$ cat config.mk
export PLATFORM = sky130hd
export DESIGN_NAME = clic_gateway_adapter
export DESIGN_NICKNAME = d
export VERILOG_FILES = /design/src/rtl/clic_gateway_adapter_pkg.sv /design/src/rtl/clic_gateway_adapter_cell.sv /design/src/rtl/clic_gateway_adapter.sv
export SDC_FILE = /design/constraint.sdc
export NUM_CORES = 1
export LEC_CHECK = 0
export ABC_AREA = 1
export ABC_CLOCK_PERIOD_IN_PS = 1050
export BUFFER_PORTS_ARGS = -buffer_cell sky130_fd_sc_hd__buf_2
export CAP_MARGIN = 20
export CORE_ASPECT_RATIO = 0.6
export CORE_UTILIZATION = 39
export CTS_BUF_LIST = sky130_fd_sc_hd__clkbuf_2
export CTS_CLUSTER_DIAMETER = 50
export DETAILED_ROUTE_END_ITERATION = 10
export PLACE_DENSITY = 0.76
export RECOVER_POWER = 25
export REMOVE_ABC_BUFFERS = 1
export SKIP_CTS_REPAIR_TIMING = 1
export SYNTH_ARGS = -nofsm -noshare
export SYNTH_HDL_FRONTEND = slang
export SYNTH_SLANG_ARGS = --single-unit
$ cat constraint.sdc
create_clock -name clk_i -period 1.05 [get_ports clk_i]
set_input_delay 0.0525 -clock clk_i [delete_from_list [all_inputs] [get_ports clk_i]]
set_output_delay 0.0525 -clock clk_i [all_outputs]
set_load 0.05 [all_outputs]
$ cat src/rtl/clic_gateway_adapter_pkg.sv
// rtl/clic_gateway_adapter_pkg.sv - CLIC gateway trigger encodings, pending state and decode helpers
package clic_gw_pkg;

   // attr_trig encoding: bit0 selects edge (1) or level (0), bit1 selects negative polarity
   typedef enum logic [1:0] {
      TRIG_POS_LEVEL = 2'b00,
      TRIG_POS_EDGE  = 2'b01,
      TRIG_NEG_LEVEL = 2'b10,
      TRIG_NEG_EDGE  = 2'b11
   } trig_e;

   // Per-source pending state
   typedef enum logic {
      PEND_IDLE = 1'b0,
      PEND_SET  = 1'b1
   } pend_e;

   function automatic logic trig_is_edge(input logic [1:0] trig);
      return trig[0];
   endfunction

   function automatic logic trig_is_neg(input logic [1:0] trig);
      return trig[1];
   endfunction

endpackage

$ cat src/rtl/clic_gateway_adapter_cell.sv
// rtl/clic_gateway_adapter_cell.sv - one interrupt source: synchroniser, edge detect, pending state
module clic_gw_cell
   import clic_gw_pkg::*;
#(
   parameter int SYNC_STAGES = 2
) (
   input  logic       clk,
   input  logic       rst_n,
   input  logic       src,
   input  logic [1:0] trig,
   input  logic       sw_we,
   input  logic       sw_d,
   input  logic       ack,
   output logic       ip
);

   logic                 sync;
   logic                 sync_valid;
   logic                 prev;
   logic                 prev_valid;
   logic [SYNC_STAGES:0] fill_q;
   logic                 neg;
   logic                 edge_mode;
   logic                 act;
   logic                 prev_act;
   logic                 edge_hit;
   pend_e                state_q;
   pend_e                state_d;

   // Marks how far real line samples have travelled since reset; the reset
   // contents of the synchroniser and prev flops are never treated as samples,
   // so steady lines cannot fake an edge on release
   always_ff @(posedge clk) begin
      if (!rst_n) begin
         fill_q <= '0;
      end else begin
         fill_q <= (fill_q << 1) | (SYNC_STAGES + 1)'(1);
      end
   end

   generate
      if (SYNC_STAGES == 0) begin : g_bypass
         assign sync       = src;
         assign sync_valid = 1'b1;
      end else begin : g_sync
         logic [SYNC_STAGES-1:0] sync_q;

         // Synchroniser chain into the clk domain
         always_ff @(posedge clk) begin
            if (!rst_n) begin
               sync_q <= '0;
            end else begin
               sync_q[0] <= src;
               for (int k = 1; k < SYNC_STAGES; k++) begin
                  sync_q[k] <= sync_q[k-1];
               end
            end
         end

         assign sync       = sync_q[SYNC_STAGES-1];
         assign sync_valid = fill_q[SYNC_STAGES-1];
      end
   endgenerate

   assign prev_valid = fill_q[SYNC_STAGES];

   // Previous synchronised sample, kept raw so a polarity change alone is not an edge
   always_ff @(posedge clk) begin
      if (!rst_n) begin
         prev <= 1'b0;
      end else begin
         prev <= sync;
      end
   end

   assign neg       = trig_is_neg(trig);
   assign edge_mode = trig_is_edge(trig);
   assign act       = sync ^ neg;
   assign prev_act  = prev ^ neg;
   assign edge_hit  = prev_valid & act & ~prev_act;

   // Pending state register
   always_ff @(posedge clk) begin
      if (!rst_n) begin
         state_q <= PEND_IDLE;
      end else begin
         state_q <= state_d;
      end
   end

   // Level mode tracks the line; edge mode: edge beats software write beats ack
   always_comb begin
      state_d = state_q;
      if (!edge_mode) begin
         state_d = (sync_valid & act) ? PEND_SET : PEND_IDLE;
      end else if (edge_hit) begin
         state_d = PEND_SET;
      end else if (sw_we) begin
         state_d = sw_d ? PEND_SET : PEND_IDLE;
      end else if (ack) begin
         state_d = PEND_IDLE;
      end
   end

   assign ip = (state_q == PEND_SET);

endmodule

$ cat src/rtl/clic_gateway_adapter.sv
// rtl/clic_gateway_adapter.sv - per-source CLIC interrupt gateway feeding clicint.ip and the arbiter
module clic_gateway_adapter
   import clic_gw_pkg::*;
#(
   parameter int N_SOURCE    = 32,
   parameter int SYNC_STAGES = 2,
   parameter int IdWidth     = (N_SOURCE > 1) ? $clog2(N_SOURCE) : 1
) (
   input  logic                     clk_i,
   input  logic                     rst_ni,
   input  logic [N_SOURCE-1:0]      src_i,
   input  logic [N_SOURCE-1:0][1:0] trig_i,
   input  logic [N_SOURCE-1:0]      ie_i,
   input  logic [N_SOURCE-1:0]      sw_ip_we_i,
   input  logic [N_SOURCE-1:0]      sw_ip_d_i,
   input  logic                     ack_valid_i,
   input  logic [IdWidth-1:0]       ack_id_i,
   output logic [N_SOURCE-1:0]      ip_o,
   output logic [N_SOURCE-1:0]      ip_de_o,
   output logic [N_SOURCE-1:0]      pend_o,
   output logic                     any_pend_o
);

   logic [N_SOURCE-1:0] ack_vec;

   // One-hot acknowledge decode; ids beyond the last source match nothing
   always_comb begin
      ack_vec = '0;
      for (int i = 0; i < N_SOURCE; i++) begin
         ack_vec[i] = ack_valid_i && (ack_id_i == IdWidth'(i));
      end
   end

   generate
      for (genvar i = 0; i < N_SOURCE; i++) begin : g_cell
         clic_gw_cell #(
            .SYNC_STAGES (SYNC_STAGES)
         ) u_cell (
            .clk   (clk_i),
            .rst_n (rst_ni),
            .src   (src_i[i]),
            .trig  (trig_i[i]),
            .sw_we (sw_ip_we_i[i]),
            .sw_d  (sw_ip_d_i[i]),
            .ack   (ack_vec[i]),
            .ip    (ip_o[i])
         );
      end
   endgenerate

   assign ip_de_o    = '1;
   assign pend_o     = ip_o & ie_i;
   assign any_pend_o = |pend_o;

endmodule
==> results.json, run 1 <==
{
  "status": "finished, violations left",
  "violations": "setup timing",
  "critical_path_required_ns": 1.00,
  "clk_latency_ns": 0.67,
  "final_nets": 1898,
  "hold_viol": 0,
  "wire_per_inst_um": 16.5,
  "cp.arrival_ns": 1.85,
  "rsz0062_at_grt": "yes",
  "multi_input_area_mm2": 0.00285,
  "drive_gt1_frac": 0.288,
  "grt-ovfl-total": 0,
  "root_buffer": "clkbuf_2",
  "grt_max_degree": 53,
  "min_period_ns": 1.90,
  "first_pass_iters": 7,
  "crit_path_start_kind": "flop",
  "area_delta_synth_final_pct": 75.9,
  "ys_warn_count": 0,
  "grt_usage": 0.226,
  "power_uw": 13600,
  "syn_inst": 1174,
  "cts_tree": "done",
  "fin_crit_sh": 1.81,
  "synth_area_leaders": "dfxtp_1 37%, nand2_1 22%, inv_1 17%, buf_4 6.9%, nand3_1 6.4%",
  "m1WireLength_um": 11600,
  "syn_area_per_cell_um2": 6.01,
  "grt_pass1_wl_um": 32700,
  "holdCritPathClass": "in2reg",
  "ant_nets": 0,
  "path_class": "reg2out",
  "io_pins": 297,
  "wl_met2_um": 15500,
  "yosysUniqueCellTypes": 16,
  "num_rows": 37,
  "viasPerCell": 4.83,
  "dieWidth_um": 176,
  "ys_seq_elements": 131,
  "layout_commonest_cell": "nand2_1",
  "peakVddDrop_mv": 0.669,
  "ys_seq_area_frac": 0.372,
  "die-area_mm2": 0.0186,
  "endpoint_kind": "primary output",
  "numClockSinks": 131,
  "path_clk_slew_ns": 0.24,
  "synth_area_mm2": 0.00705,
  "yosys.area.top_type": "dfxtp_1",
  "routed-wl-met3_um": 3380,
  "gp_congestion": 0.871,
  "fillers": 1156,
  "htreeDepth": 4,
  "final_core_util": 0.713,
  "powerDensity_mw_per_mm2": 1100,
  "drc_errors": 0,
  "fin_skew_ns": 0.0485,
  "cts_buffers": 17,
  "grt_pass1_vias": 6838,
  "synth_top_area_share": 0.372,
  "final_cell_mix": "379 x nand2_1, 291 x inv_1, 227 x dlygate4sd3_1, 199 x buf_2, 95 x dfxtp_1",
  "port_buffers": 264,
  "finalMaxSlewViolations": 0,
  "core_area_mm2": 0.0174,
  "drt_iter0_drc": 860,
  "crit_fanout": 2,
  "cts_buffer_depth": 2,
  "layout_setup_ws_ns": -0.852,
  "setup_viol": 127,
  "wirelength_um": 32100,
  "cellLeakagePower_uw": 0.00717,
  "topRoutingLayerUsed": "met4",
  "fmax_ghz": 0.526,
  "post-dp-hpwl_um": 16800,
  "grt_antenna_before_repair": 2,
  "fp.dieH_um": 106,
  "vias": 9413,
  "start_util": 0.405,
  "seqCellArea_mm2": 0.00267,
  "drv_cap": 0
}
logic make-up (layout without fill, tap and decap cells):
logic type,Yosys count,after routing,synth area share
buf+inv,416,922,0.260
compound gates,64,64,0.0454
other cells,1,34,0.000532
simple gates,562,562,0.322
flops,131,131,0.372
Yosys cell counts:
library cell  count
a21oi_1          64
buf_2            18
buf_4            65
buf_6             1
clkbuf_1          3
clkinv_1          1
conb_1            1
dfxtp_1         131
inv_1           322
inv_2             6
nand2_1         416
nand2_2           2
nand3_1          90
nor2_1           47
nor2_2            2
nor2_4            5
per-layer routing:
| layer | global-route usage | vias up |
|---|---|---|
| met5 | 0 | - |
| li1 | - | 4312 |
| met3 | 0.0529 | 165 |
| met4 | 0.0429 | 0 |
| met1 | 0.292 | 4270 |
| met2 | 0.385 | 666 |
registers in the layout, summed over array words and instances, names as in the netlist:
signal                       flops
g_cell.u_cell.ip                32
g_cell.u_cell.g_sync.sync_q     64
g_cell.u_cell.fill_q             3
g_cell.u_cell.prev              32
through the flow:
step / hold slack (ns) / std cells / instance area [um2] / TNS, ns / worst slack (ns)
finish: 0.146 / 1947 / 12400 / -32.95 / -0.852
global route: 0.0454 / 1947 / 12400 / -39.43 / -1.05
CTS: -0.541 / 1703 / 9060 / -32.27 / -0.941
detailed placement: 0.239 / 1671 / 8740 / -0.327 / -0.133
global placement: 0.232 / 1671 / 8740 / -0.212 / -0.154
floorplan: 0.0802 / 1118 / 6570 / -7.26 / -0.300
worst paths after layout:
path / startpoint / cells after the start / slack [ns] / endpoint
worst max-delay path: g_cell[20].u_cell.ip / 8 / -0.85 / any_pend_o
worst min-delay path: rst_ni / 4 / 0.15 / g_cell[15].u_cell.g_sync.sync_q[0]
worst max register to register: g_cell[15].u_cell.ip / 8 / -0.24 / g_cell[15].u_cell.ip
worst min register to register: g_cell[24].u_cell.fill_q[0] / 2 / 0.41 / g_cell[0].u_cell.fill_q[1]
critical path, stage by stage (launching register included):
cell and delay (ns):
dfxtp_2 0.41, nand2_2 0.10, nand2_2 0.08, nor2_4 0.12, buf_6 0.11, nand2_2 0.04, nor2_2 0.09, nand2_1 0.06
buf_6 0.16
final cells by class:
type	instances	area share
Tap cell	234	0.0236
Clock inverter	13	0.0188
Multi-Input combinational cell	658	0.230
Clock buffer	19	0.00767
Antenna cell	2	0.000403
Sequential cell	131	0.215
Timing Repair Buffer	561	0.404
Inverter	329	0.101
power breakdown:
| part | total [uW] | switching, uW | internal, uW |
|---|---|---|---|
| sequential | 5400 | 167 | 5230 |
| clock | 4150 | 2080 | 2070 |
| combinational | 4060 | 2220 | 1850 |
| total | 13600 | 4460 | 9140 |
No activity file was read; power rests on OpenSTA's default activity.
==> run 2: changes to the inputs <==
- ABC_CLOCK_PERIOD_IN_PS: 1050 -> 1900
- clock period: 1.05 -> 1.9 ns (I/O delays scaled with it)
==> results.json, run 2 (synthesis gave the netlist of run 1 again) <==
{
  "finalMaxSlewViolations": 0,
  "min_period_ns": 2.03,
  "crit_path_start_kind": "primary input",
  "crit_fanout": 51,
  "drc_errors": 0,
  "drv_cap": 0,
  "topRoutingLayerUsed": "met5",
  "violations": "setup timing",
  "layout_setup_ws_ns": -0.133,
  "grt_max_degree": 52,
  "port_buffers": 264,
  "cts_buffer_depth": 2,
  "wire_per_inst_um": 13.5,
  "cts_tree": "done",
  "path_clk_slew_ns": 0.21,
  "place_ws_ns": 0.486,
  "grt_pass1_wl_um": 30500,
  "final_nets": 1831,
  "tightest_slew_ns": 1.06,
  "power_uw": 6540,
  "endpoint_kind": "flop",
  "drt_iter0_drc": 561,
  "fp.dieH_um": 106,
  "io_pins": 297,
  "grt-ovfl-total": 0,
  "first_pass_iters": 6,
  "largest_register_ffs": 64,
  "setup_viol": 12,
  "wirelength_um": 25300,
  "fmax_ghz": 0.492,
  "powerDensity_mw_per_mm2": 604,
  "critical_path_required_ns": 2.50,
  "cts_buffers": 17,
  "final_cell_mix": "399 x nand2_1, 322 x inv_1, 262 x buf_2, 223 x dlygate4sd3_1, 118 x dfxtp_1",
  "peakVddDrop_mv": 0.357,
  "htreeDepth": 4,
  "viasPerCell": 4.44,
  "clk_latency_ns": 0.66,
  "final_core_util": 0.622,
  "fin_skew_ns": 0.0501,
  "grt_usage": 0.214,
  "post-dp-hpwl_um": 15500,
  "hold_viol": 0,
  "numClockSinks": 131,
  "vias": 8339,
  "die-area_mm2": 0.0186,
  "n_antenna_cell": 0,
  "holdWs_ns": 0.0515,
  "status": "finished, violations left",
  "layout_commonest_cell": "nand2_1",
  "gp_congestion": 0.815,
  "holdCritPathClass": "in2reg",
  "seqCellArea_mm2": 0.00264,
  "rsz0062_at_grt": "yes",
  "path_class": "in2reg",
  "root_buffer": "clkbuf_2",
  "largest_register": "g_cell.u_cell.g_sync.sync_q",
  "ant_nets": 0,
  "grt_pass1_vias": 6328,
  "multi_input_area_mm2": 0.00278,
  "core_area_mm2": 0.0174,
  "slew_headroom": 0.293,
  "drive_gt1_frac": 0.215,
  "fin_crit_sh": 1.07,
  "start_util": 0.405,
  "m1WireLength_um": 10600,
  "cellLeakagePower_uw": 0.00663,
  "fillers": 1489,
  "wl_met2_um": 12300,
  "dieWidth_um": 176,
  "area_delta_synth_final_pct": 53.5,
  "grt_antenna_before_repair": 2,
  "num_rows": 37,
  "routed-wl-met3_um": 1940,
  "cp.arrival_ns": 2.64
}
run 2: final cells by class:
cell class | count | area share
repair buffers | 494 | 0.336
multi-input cells | 658 | 0.257
flip-flops and latches | 131 | 0.244
inverters | 329 | 0.114
well taps | 234 | 0.0271
clock inverters | 15 | 0.0145
clock buffers | 17 | 0.00786
run 2: worst paths after layout:
| path | from | endpoint | slack, ns | depth (start not counted) |
|---|---|---|---|---|
| worst max-delay path | rst_ni | g_cell[21].u_cell.g_sync.sync_q[0] | -0.13 | 6 |
| worst min-delay path | ack_id_i[1] | g_cell[17].u_cell.ip | 0.05 | 7 |
| worst max register to register | g_cell[5].u_cell.fill_q[2] | g_cell[22].u_cell.ip | 0.04 | 6 |
| worst min register to register | g_cell[28].u_cell.g_sync.sync_q[0] | g_cell[28].u_cell.g_sync.sync_q[1] | 0.39 | 2 |
run 2: where the power goes:
group	internal (uW)	leakage (uW)	switching [uW]
Clock	615	0.000137	1160
Combinational	747	0.00541	1040
Sequential	2890	0.00108	90.6
Total	4250	0.00663	2290
run 2: metal layers:
layer | track usage | up-vias
met1 | 0.276 | 3733
met5 | 0 | -
met4 | 0.0466 | 4
met3 | 0.0551 | 58
li1 | - | 4173
met2 | 0.357 | 371
run 2: per-stage QoR:
step                std cells  TNS [ns]  instance area (um2)
floorplan                1118         0                 6570
global placement         1622         0                 8270
detailed placement       1622         0                 8270
CTS                      1654    -0.272                 8510
global route             1878    -0.785                10800
finish                   1878    -0.579                10800
run 2: worst max-delay path, stage by stage:
cell	delay (ns)
dlygate4sd3_1	0.52
buf_4	0.25
clkbuf_2	0.83
nand2_1	0.17
dlygate4sd3_1	0.65
inv_1	0.07
==> run 3: changes to the inputs <==
- ABC_CLOCK_PERIOD_IN_PS: 1900 -> 2200
- clock period: 1.9 -> 2.2 ns (I/O delays scaled with it)
==> results.json, run 3 (synthesis gave the netlist of run 1 again) <==
{
  "status": "complete, no violations",
  "hp-start": "src_i[9]",
  "endpoint_kind": "flop",
  "hold_viol": 0,
  "drive_gt1_frac": 0.201,
  "powerDensity_mw_per_mm2": 519,
  "peakVddDrop_mv": 0.299,
  "grt_pass1_vias": 6382,
  "grt_pass1_wl_um": 31100,
  "path_clk_slew_ns": 0.24,
  "wirelength_um": 24900,
  "root_buffer": "clkbuf_2",
  "place_ws_ns": 0.590,
  "largest_register": "g_cell.u_cell.g_sync.sync_q",
  "layout_commonest_cell": "nand2_1",
  "final_cell_mix": "413 x nand2_1, 322 x inv_1, 262 x buf_2, 207 x dlygate4sd3_1, 127 x dfxtp_1",
  "cts_tree": "done",
  "num_rows": 37,
  "grt-ovfl-total": 0,
  "grt_usage": 0.218,
  "drv_cap": 0,
  "fp.dieH_um": 106,
  "clk_latency_ns": 0.66,
  "post-dp-hpwl_um": 15500,
  "slew_headroom": 0.206,
  "die-area_mm2": 0.0186,
  "cts_buffer_depth": 2,
  "setup_viol": 0,
  "crit_fanout": 14,
  "cts_buffers": 17,
  "port_buffers": 264,
  "crit_path_start_kind": "flop",
  "ant_nets": 0,
  "vias": 8252,
  "path_buf_inv": 3,
  "critical_path_required_ns": 2.82,
  "placed_cell_area_mm2": 0.00824,
  "htreeDepth": 4,
  "layout_setup_ws_ns": 0.0487,
  "path_class": "reg2reg",
  "wire_per_inst_um": 13.4,
  "tightest_slew_ns": 1.19,
  "r2r-start": "g_cell[0].u_cell.fill_q[1]",
  "fin_skew_ns": 0.0487,
  "first_pass_iters": 5,
  "cellLeakagePower_uw": 0.00654,
  "tns_ns": 0,
  "cp.arrival_ns": 2.78,
  "io_pins": 297,
  "dieWidth_um": 176,
  "largest_register_ffs": 64,
  "fin_crit_sh": 0.978,
  "min_period_ns": 2.15,
  "power_uw": 5490,
  "final_area_mm2": 0.0106,
  "core_area_mm2": 0.0174,
  "grt_max_degree": 55,
  "path_cells": "nand2_1, a21oi_1, dlygate4sd3_1, nand2_1, dlygate4sd3_1, inv_1",
  "viasPerCell": 4.43,
  "holdCritPathClass": "in2reg",
  "gp_congestion": 0.843,
  "final_nets": 1814,
  "numClockSinks": 131,
  "startpoint": "g_cell[0].u_cell.fill_q[1]",
  "finalMaxSlewViolations": 0,
  "rsz0062_at_grt": "no",
  "drc_errors": 0,
  "grt_antenna_before_repair": 1,
  "area_delta_synth_final_pct": 49.9,
  "max_stage_delay_ns": 0.63,
  "start_util": 0.405,
  "critical_path.top_delay_family": "buffers and inverters",
  "drt_iter0_drc": 581,
  "slowest_stage": "dfxtp_2",
  "fmax_ghz": 0.465
}
==> run 3: through the flow <==
stage | instances | hold WS (ns) | util
floorplan | 1118 | 0.138 | -
global placement | 1622 | 0.289 | 0.474
detailed placement | 1622 | 0.294 | 0.474
CTS | 1654 | -0.509 | 0.486
global route | 1862 | 0.125 | 0.607
finish | 1862 | 0.186 | 0.607
==> run 3: worst min-delay path: stages <==
cell,delay [ns]
dlygate4sd3_1,0.52
buf_2,0.09
nand2_1,0.05
inv_1,0.05
==> run 3: power by group <==
part	switching, uW	internal (uW)	leakage [uW]	total (uW)
logic	896	620	0.00534	1520
clock network	984	423	0.000125	1410
registers	77.5	2490	0.00108	2570
==> run 3: path summary, 6_finish.rpt <==
check                                                          end  slack (ns)  cells after the start
worst max-delay path                          g_cell[19].u_cell.ip        0.05                      6
worst min-delay path             g_cell[9].u_cell.g_sync.sync_q[0]        0.19                      4
worst max register to register                g_cell[19].u_cell.ip        0.05                      6
worst min register to register  g_cell[10].u_cell.g_sync.sync_q[1]        0.40                      2
==> run 3: layout make-up <==
class | count | area (um2)
diodes | 1 | 2.50
clock buffers | 18 | 90.1
clock inverters | 14 | 130
fillers | 1503 | 6830
inverters | 329 | 1230
multi-input cells | 658 | 2750
flip-flops and latches | 131 | 2630
well taps | 234 | 293
repair buffers | 477 | 3450
==> run 3: layer usage <==
| layer | vias up | track usage | share of wire |
|---|---|---|---|
| met4 | 0 | 0.0745 | 0.024 |
| met5 | - | 0 | 0 |
| li1 | 4136 | - | - |
| met3 | 47 | 0.0408 | 0.078 |
| met2 | 375 | 0.353 | 0.48 |
| met1 | 3694 | 0.291 | 0.42 |
